--- config.mk ---
export PLATFORM = sky130hd
export DESIGN_NAME = seg7_cmd_ctrl_flat
export DESIGN_NICKNAME = d
export VERILOG_FILES = /design/src/rtl/seg7_cmd_if.sv /design/src/rtl/seg7_cmd_ctrl.sv /design/src/flat_wrapper.sv
export SDC_FILE = /design/constraint.sdc
export NUM_CORES = 1
export LEC_CHECK = 0
export CAP_MARGIN = 20
export CELL_PAD_IN_SITES_DETAIL_PLACEMENT = 1
export CELL_PAD_IN_SITES_GLOBAL_PLACEMENT = 1
export CORE_UTILIZATION = 46
export DETAILED_ROUTE_END_ITERATION = 12
export PLACE_DENSITY_LB_ADDON = 0.1
export SYNTH_ARGS = -nofsm -noshare
export SYNTH_HDL_FRONTEND = slang
export SYNTH_SLANG_ARGS = --single-unit
export TNS_END_PERCENT = 10
--- constraint.sdc ---
create_clock -name clk -period 3.99 [get_ports clk]
set_input_delay 0.798 -clock clk [delete_from_list [all_inputs] [get_ports clk]]
set_output_delay 0.798 -clock clk [all_outputs]
set_load 0.02 [all_outputs]
--- src/rtl/seg7_cmd_if.sv ---
// Byte-strobe / tick inputs and display outputs of the 7-segment command controller.
// rx_valid is a one-clk strobe qualifying rx_data; there is no ready, so every strobe is consumed.
interface seg7_cmd_if;
  logic [7:0] rx_data;
  logic       rx_valid;
  logic       tick_1s;
  logic [3:0] digit0;
  logic [3:0] digit1;
  logic [3:0] digit2;
  logic [3:0] digit3;
  logic [1:0] colon;
  logic       mode;
  logic       cmd_err;

  modport master (
    output rx_data, rx_valid, tick_1s,
    input  digit0, digit1, digit2, digit3, colon, mode, cmd_err
  );

  modport slave (
    input  rx_data, rx_valid, tick_1s,
    output digit0, digit1, digit2, digit3, colon, mode, cmd_err
  );
endinterface

--- src/rtl/seg7_cmd_ctrl.sv ---
// Command parser, BCD seconds counter and display-source arbiter for a 4-digit
// 7-segment display; host commands take the display, inactivity hands it back.
module seg7_cmd_ctrl #(
  parameter logic [15:0] GAP_CYCLES   = 16'd16000,
  parameter logic [7:0]  HOST_TIMEOUT = 8'd5
) (
  input  logic        clk,
  input  logic        reset,
  seg7_cmd_if.slave   bus,
  output logic [1:0]  dbg_state
);

  typedef enum logic [1:0] {
    IDLE    = 2'd0,
    DIG_HI  = 2'd1,
    DIG_LO  = 2'd2,
    COL_ARG = 2'd3
  } state_e;

  state_e            state, state_nxt;
  logic [15:0]       gap_cnt, gap_nxt;
  logic              err_nxt;
  logic              stage_ld;
  logic              dig_commit;
  logic              col_commit;
  logic              release_cmd;
  logic              clear_cmd;
  logic              gap_expire;

  logic [7:0]        stage_hi;
  logic [15:0]       host_dig;
  logic [1:0]        host_colon;
  logic [3:0][3:0]   bcd;
  logic [3:0][3:0]   bcd_inc;
  logic              carry;
  logic              mode_q;
  logic [7:0]        idle_cnt;

  logic [15:0]       digits_q;
  logic [1:0]        colon_q;
  logic              cmd_err_q;

  assign dbg_state = state;

  // ---------------------------------------------------------------- FSM
  always_ff @(posedge clk or posedge reset) begin
    if (reset) begin
      state   <= IDLE;
      gap_cnt <= 16'd0;
    end else begin
      state   <= state_nxt;
      gap_cnt <= gap_nxt;
    end
  end

  // A byte arriving on the expiry cycle never increments the timer, so it wins.
  assign gap_expire = !bus.rx_valid && (gap_cnt == GAP_CYCLES - 16'd1);

  always_comb begin
    state_nxt   = state;
    gap_nxt     = gap_cnt;
    err_nxt     = 1'b0;
    stage_ld    = 1'b0;
    dig_commit  = 1'b0;
    col_commit  = 1'b0;
    release_cmd = 1'b0;
    clear_cmd   = 1'b0;
    case (state)
      IDLE: begin
        gap_nxt = 16'd0;
        if (bus.rx_valid) begin
          case (bus.rx_data)
            8'h80:   state_nxt   = DIG_HI;
            8'h90:   state_nxt   = COL_ARG;
            8'hA0:   release_cmd = 1'b1;
            8'hB0:   clear_cmd   = 1'b1;
            default: err_nxt     = 1'b1;
          endcase
        end
      end
      DIG_HI, DIG_LO, COL_ARG: begin
        if (bus.rx_valid) begin
          gap_nxt = 16'd0;
          case (state)
            DIG_HI: begin
              stage_ld  = 1'b1;
              state_nxt = DIG_LO;
            end
            DIG_LO: begin
              dig_commit = 1'b1;
              state_nxt  = IDLE;
            end
            default: begin
              col_commit = 1'b1;
              state_nxt  = IDLE;
            end
          endcase
        end else if (gap_expire) begin
          err_nxt   = 1'b1;
          gap_nxt   = 16'd0;
          state_nxt = IDLE;
        end else begin
          gap_nxt = gap_cnt + 16'd1;
        end
      end
      default: state_nxt = IDLE;
    endcase
  end

  // ---------------------------------------------------------------- host registers
  always_ff @(posedge clk or posedge reset) begin
    if (reset) begin
      stage_hi   <= 8'd0;
      host_dig   <= 16'd0;
      host_colon <= 2'b00;
    end else begin
      if (stage_ld)   stage_hi   <= bus.rx_data;
      if (dig_commit) host_dig   <= {stage_hi, bus.rx_data};
      if (col_commit) host_colon <= bus.rx_data[1:0];
    end
  end

  // ---------------------------------------------------------------- BCD counter
  always_comb begin
    bcd_inc = bcd;
    carry   = 1'b1;
    for (int i = 0; i < 4; i++) begin
      if (carry) begin
        if (bcd[i] == 4'd9) begin
          bcd_inc[i] = 4'd0;
        end else begin
          bcd_inc[i] = bcd[i] + 4'd1;
          carry      = 1'b0;
        end
      end
    end
  end

  always_ff @(posedge clk or posedge reset) begin
    if (reset)            bcd <= '0;
    else if (clear_cmd)   bcd <= '0;
    else if (bus.tick_1s) bcd <= bcd_inc;
  end

  // ---------------------------------------------------------------- ownership
  // A completed command beats a same-cycle timeout; release also clears idle time.
  always_ff @(posedge clk or posedge reset) begin
    if (reset) begin
      mode_q   <= 1'b0;
      idle_cnt <= 8'd0;
    end else if (dig_commit || col_commit) begin
      mode_q   <= 1'b1;
      idle_cnt <= 8'd0;
    end else if (release_cmd) begin
      mode_q   <= 1'b0;
      idle_cnt <= 8'd0;
    end else if (mode_q && (HOST_TIMEOUT != 8'd0) && bus.tick_1s) begin
      if (idle_cnt == HOST_TIMEOUT - 8'd1) begin
        mode_q   <= 1'b0;
        idle_cnt <= 8'd0;
      end else begin
        idle_cnt <= idle_cnt + 8'd1;
      end
    end
  end

  // ---------------------------------------------------------------- output mux
  always_ff @(posedge clk or posedge reset) begin
    if (reset) begin
      digits_q  <= 16'd0;
      colon_q   <= 2'b11;
      cmd_err_q <= 1'b0;
    end else begin
      digits_q  <= mode_q ? host_dig : bcd;
      colon_q   <= mode_q ? host_colon : 2'b11;
      cmd_err_q <= err_nxt;
    end
  end

  assign bus.digit0  = digits_q[3:0];
  assign bus.digit1  = digits_q[7:4];
  assign bus.digit2  = digits_q[11:8];
  assign bus.digit3  = digits_q[15:12];
  assign bus.colon   = colon_q;
  assign bus.mode    = mode_q;
  assign bus.cmd_err = cmd_err_q;

endmodule

--- src/flat_wrapper.sv ---
// flat-port wrapper written by rule: the top's interface ports become plain ports
module seg7_cmd_ctrl_flat 
#(
  parameter logic [15:0] GAP_CYCLES   = 16'd16000,
  parameter logic [7:0]  HOST_TIMEOUT = 8'd5
)
  (clk, reset, dbg_state, bus_rx_data, bus_rx_valid, bus_tick_1s, bus_digit0, bus_digit1, bus_digit2, bus_digit3, bus_colon, bus_mode, bus_cmd_err);
  seg7_cmd_if bus_i ();
  input  logic clk;
  input  logic reset;
  output logic [1:0] dbg_state;
  input wire logic [$bits(bus_i.rx_data)-1:0] bus_rx_data;
  input wire logic [$bits(bus_i.rx_valid)-1:0] bus_rx_valid;
  input wire logic [$bits(bus_i.tick_1s)-1:0] bus_tick_1s;
  output wire logic [$bits(bus_i.digit0)-1:0] bus_digit0;
  output wire logic [$bits(bus_i.digit1)-1:0] bus_digit1;
  output wire logic [$bits(bus_i.digit2)-1:0] bus_digit2;
  output wire logic [$bits(bus_i.digit3)-1:0] bus_digit3;
  output wire logic [$bits(bus_i.colon)-1:0] bus_colon;
  output wire logic [$bits(bus_i.mode)-1:0] bus_mode;
  output wire logic [$bits(bus_i.cmd_err)-1:0] bus_cmd_err;
  assign bus_i.rx_data = bus_rx_data;
  assign bus_i.rx_valid = bus_rx_valid;
  assign bus_i.tick_1s = bus_tick_1s;
  assign bus_digit0 = bus_i.digit0;
  assign bus_digit1 = bus_i.digit1;
  assign bus_digit2 = bus_i.digit2;
  assign bus_digit3 = bus_i.digit3;
  assign bus_colon = bus_i.colon;
  assign bus_mode = bus_i.mode;
  assign bus_cmd_err = bus_i.cmd_err;
  seg7_cmd_ctrl #(.GAP_CYCLES(GAP_CYCLES), .HOST_TIMEOUT(HOST_TIMEOUT)) u_core (.clk(clk), .reset(reset), .bus(bus_i), .dbg_state(dbg_state));
endmodule
# Word level (Yosys, flattened, before mapping)
# Cells that the tools add are included.
[op_classes]
addsub = 6
n_mul = 0
n_div = 0
order_cmp = 0
n_eq_ne = 16
shifts = 0
muxes = 53
bitwise = 0
n_reduce_logical = 19
[op_table]
columns = ["op", "n"]
rows = [
  ["16-bit two-way mux", 5],
  ["8-bit equality test (second input constant)", 4],
  ["8-bit two-way mux", 4],
  ["16-bit case mux with 2 select lines", 1],
  ["1-bit two-way mux", 28],
  ["4-bit two-way mux", 7],
  ["16-bit by 1-bit adder with 16-bit output (second input constant)", 1],
  ["4-bit by 1-bit adder with 4-bit output (second input constant)", 4],
  ["16-bit by 14-bit equality test with 1-bit output (second input constant)", 1],
  ["4-bit equality test (second input constant)", 4],
  ["2-bit two-way mux", 5],
  ["8-bit by 1-bit adder with 8-bit output (second input constant)", 1],
  ["8-bit by 3-bit equality test with 1-bit output (second input constant)", 1],
  ["2-bit case mux with 2 select lines", 2],
  ["2-bit AND reduction", 4],
  ["2-bit nonzero test", 4],
  ["3-bit nonzero test", 2],
  ["2-bit equality test (second input constant)", 2],
  ["4-bit OR reduction", 1],
  ["3-bit by 2-bit != test with 1-bit output (second input constant)", 1],
  ["3-bit != test (second input constant)", 1],
  ["3-bit AND reduction", 1],
  ["3-bit OR reduction", 1],
  ["2-bit by 1-bit equality test with 1-bit output (second input constant)", 1],
  ["other kinds (7)", 8],
]
[word_totals]
regBits = 88
latch_bits = 0
ramBits = 0
rom_bits = 0
in_bits = 12
output_inout_bits = 22
n_memories = 0

# Logic depth before layout (Yosys ltp)
[logic_depth]
ltp_word = 8
ltp_mapped = 7
depth_no_buf = 6

# Worst setup path before layout
# Ideal clock, no wire load.
[synth_timing]
path_type = "input to register"
start = "input port bus_rx_valid"
end = "register u_core.host_dig[0]"
arrival_time_ns = 1.842
required_time_ns = 3.865
path_slack_ns = 2.024
stages = 5
path_buffers = 2
cell_sequence = "buf_2 > and2b_1 > nand2_1 > buf_4 > mux2_2"
[synth_via]
elab_chain_cells = 2
[synth_lines]
columns = ["element", "line_no", "rtl"]
rows = [
  ["from (decl)", "flat_wrapper.sv:13", "input wire logic [$bits(bus_i.rx_valid)-1:0] bus_rx_valid;"],
  ["1-bit two-way mux", "seg7_cmd_ctrl.sv:82", "if (bus.rx_valid) begin"],
  ["1-bit two-way mux", "seg7_cmd_ctrl.sv:68", "case (state)"],
  ["to (signal assigned)", "seg7_cmd_ctrl.sv:118", "if (dig_commit) host_dig <= {stage_hi, bus.rx_data};"],
  ["to (decl)", "seg7_cmd_ctrl.sv:31", "logic [15:0] host_dig;"],
]
# Every way passes these cells.
# A chain may end at the register's enable or synchronous reset.

# Worst setup path after layout
[layout_timing]
start = "input port bus_tick_1s"
end = "register u_core.bcd[12] in the netlist's numbering"
[layout_via]
elab_chain_cells = 2
[layout_lines]
columns = ["element", "line_no", "rtl"]
rows = [
  ["from (decl)", "flat_wrapper.sv:14", "input wire logic [$bits(bus_i.tick_1s)-1:0] bus_tick_1s;"],
  ["2-bit nonzero test (no source line)", "--", ""],
  ["2-bit AND reduction (no source line)", "--", ""],
  ["to (signal assigned)", "seg7_cmd_ctrl.sv:142", "else if (bus.tick_1s) bcd <= bcd_inc;"],
  ["to (decl)", "seg7_cmd_ctrl.sv:33", "logic [3:0][3:0] bcd;"],
]
# Every way passes these cells.

==> results.toml <==
[power]
leakage_nw = 2.06
ir_drop_mv = 0.288
p_clk_frac = 0.201
power_density_mw_per_mm2 = 654
p_comb_frac = 0.357
intPower_mw = 2.05
switching_share = 0.343
seq_power_share = 0.442
power_mw = 3.11
switching_power_mw = 1.07

[synth]
yosysTopAreaCell = "dfrtp_1"
synth_cell_types = 49
ys_ff_latch = 88
synth_edf_count = 0
synth-async-reset-ratio = 1.00
yosysWarnings = 0
synth_nets = 402
synth_area_leaders = "dfrtp_1, mux2_2, ha_1"
yosysTopAreaCellShare = 0.522
yosysSeqAreaShare = 0.534
synth-main-ff-cell = "dfrtp_1"
synth_area_mm2 = 0.00413
syn_avg_cell_area_um2 = 11.0
synth_cells = 375

[routing]
wl_um = 9250
drtPass1Iterations = 4
drc = 0
drtAntennaViolNets = 0
drt_iter0_drc = 97
via_count = 2959
wire_per_inst_um = 17.6
vias_per_cell = 5.64

[layout]
mostFrequentLayoutCells = "dfrtp_1, mux2_2, nor2_1"
regArea_mm2 = 0.00220
drive_above_1_share = 0.158
utilization = 0.546
areaGrowthSynthToFinish_pct = 15.4
nFillCells = 947
antennaDiodeCount = 0
final_common_cell = "dfrtp_1"
multi_input_area_mm2 = 0.00179
fin_nets = 439

[floorplan]
ios = 34
fp.dieW_um = 96.7
coreArea_mm2 = 0.00872
initial_core_util = 0.473
dieHeight_um = 96.7
num_rows = 34
dieArea_mm2 = 0.00935

[setup_path]
r2r-start = "u_core.dbg_state[0]$_DFFE_PP0P_"
crit_start = "bus_tick_1s"
rr_worst_depth = 5
start_kind = "input pin"
required_ps = 4270
crit_type = "input pin to register"
crit_end = "u_core.bcd[12]$_DFFE_PP0P_"
reg2reg_slack_ps = 1750
worst_setup_path_end_kind = "register"
crit_arrival_ps = 2750
crit_fanout = 15
crit-reg2reg-capture = "u_core.host_dig[4]$_DFFE_PP0P_"

[timing]
fin_tns_setup_ps = 0
skew_ps = 14.3
tightest_slew_ps = 734
final_hold_viol_count = 0
setup_viol_count_final = 0
period_needed_ps = 2480
grt_setup_unrepaired = "no"
period_share = 0.621
fmax_ghz = 0.404
maxSlewViolCount = 0
maxSlewHeadroom = 0.510

[clocking]
cts_setup_buffers = 0
hold_buffers = 0
cts_sinks = 88
cts_tree = "yes"
clkTransAtPathRegs_ps = 90
clock_latency_ps = 360
cts-resized-gates = 0
h-tree-depth = 3
cts-root-buf = "clkbuf_8"
cts-buffers-inserted = 9
clock_path_buffers = 2

[run]
cap_violations = 0

[placed_design]
hpwlAfterDp_um = 6580
port_buffers = 33
place.gp.congestion = 0.741

[global_route]
grt_usage = 0.215
grt_pass1_vias = 3253
grt_antenna_before_repair = 0
grt_pass1_wl_um = 16000
grt_max_degree = 42
grt-ovfl-total = 0

[min_path]
hold_path_depth = 1
hold_class = "register to register"

[outcome]
outcome = "completed"
## area by class of cell
class / instances / area share
timing repair buffer: 37 / 0.0757
tap: 108 / 0.0284
clock buffer: 11 / 0.0297
clock inverter: 5 / 0.0121
sequential: 88 / 0.463
multi-input combinational: 257 / 0.376
inverter: 19 / 0.0152
## kinds of logic after synthesis
kind of cell    Yosys count  synth area share
compound gates           53            0.0789
xor+xnor                 16            0.0340
fa+ha+maj                15            0.0455
buf+inv                  30            0.0321
flops                    88             0.534
mux                      37             0.101
simple gates            136             0.174
## synth_stat cells, types with 3 or more instances
cell type,number
xnor2_1,13
nand2_1,29
o21ai_0,15
and3_1,4
xor2_1,3
a31oi_1,4
clkbuf_1,4
buf_2,3
nor3_1,10
a21oi_1,18
nand4_1,8
nor2_1,35
inv_1,19
mux2_2,37
nand3_1,15
nand2b_1,3
or3_1,7
a211oi_1,4
a21boi_0,3
ha_1,15
and4b_1,3
dfrtp_1,86
and2_1,3
## metrics by stage
| stage | setup slack (ps) | instances | instance area [µm²] | hold slack, ps |
|---|---|---|---|---|
| final | 1510 | 525 | 4760 | 472 |
| after detailed placement | 1160 | 509 | 4560 | 458 |
| after global routing | 1380 | 525 | 4760 | 505 |
| after CTS | 1540 | 525 | 4760 | 479 |
| after floorplan | 917 | 375 | 4130 | 432 |
| after global placement | 1220 | 509 | 4560 | 448 |
## critical path, cell delays in order
cell             delay (ps)
clkdlybuf4s50_1         460
buf_4                   200
and4b_1                 480
nand3_1                 250
or3_1                   420
a21oi_1                 140
## metal layers
layer  GRT usage  share of wire
met1       0.283           0.47
met4      0.0666          0.012
met5           0              0
met3      0.0455          0.026
met2       0.358           0.49
## state kept, by name (all words and copies together), names as in the netlist
register	flops
u_core.gap_cnt	16
u_core.digits_q	16
u_core.dbg_state	2
u_core.bus.colon	2
u_core.stage_hi	8
u_core.host_dig	16
u_core.bus.cmd_err	1
u_core.bcd	16
u_core.bus.mode	1
u_core.idle_cnt	8
u_core.host_colon	2
## power by group through the flow
stage | registers [mW] | clock network [mW] | logic [mW]
after floorplan | 1.48 | 0 | 0.599
after global placement | 1.38 | 0 | 1.09
after detailed placement | 1.40 | 0 | 1.12
after CTS | 1.38 | 0.643 | 1.13
after global routing | 1.42 | 0.674 | 1.22
final | 1.38 | 0.626 | 1.11
## worst min path at each step
stage	from	to	slack, ps
5_1_grt	u_core.host_colon[0]$_DFFE_PP0P_	u_core.bus.colon[0]$_DFF_PP1_	500
6_report	u_core.host_colon[0]$_DFFE_PP0P_	u_core.bus.colon[0]$_DFF_PP1_	470
2_1_floorplan	u_core.host_colon[0]$_DFFE_PP0P_	u_core.bus.colon[0]$_DFF_PP1_	430
4_1_cts	u_core.host_colon[0]$_DFFE_PP0P_	u_core.bus.colon[0]$_DFF_PP1_	480
3_3_place_gp	u_core.host_colon[0]$_DFFE_PP0P_	u_core.bus.colon[0]$_DFF_PP1_	450
3_5_place_dp	u_core.host_colon[0]$_DFFE_PP0P_	u_core.bus.colon[0]$_DFF_PP1_	460
No activity file was read; power rests on OpenSTA's default activity.
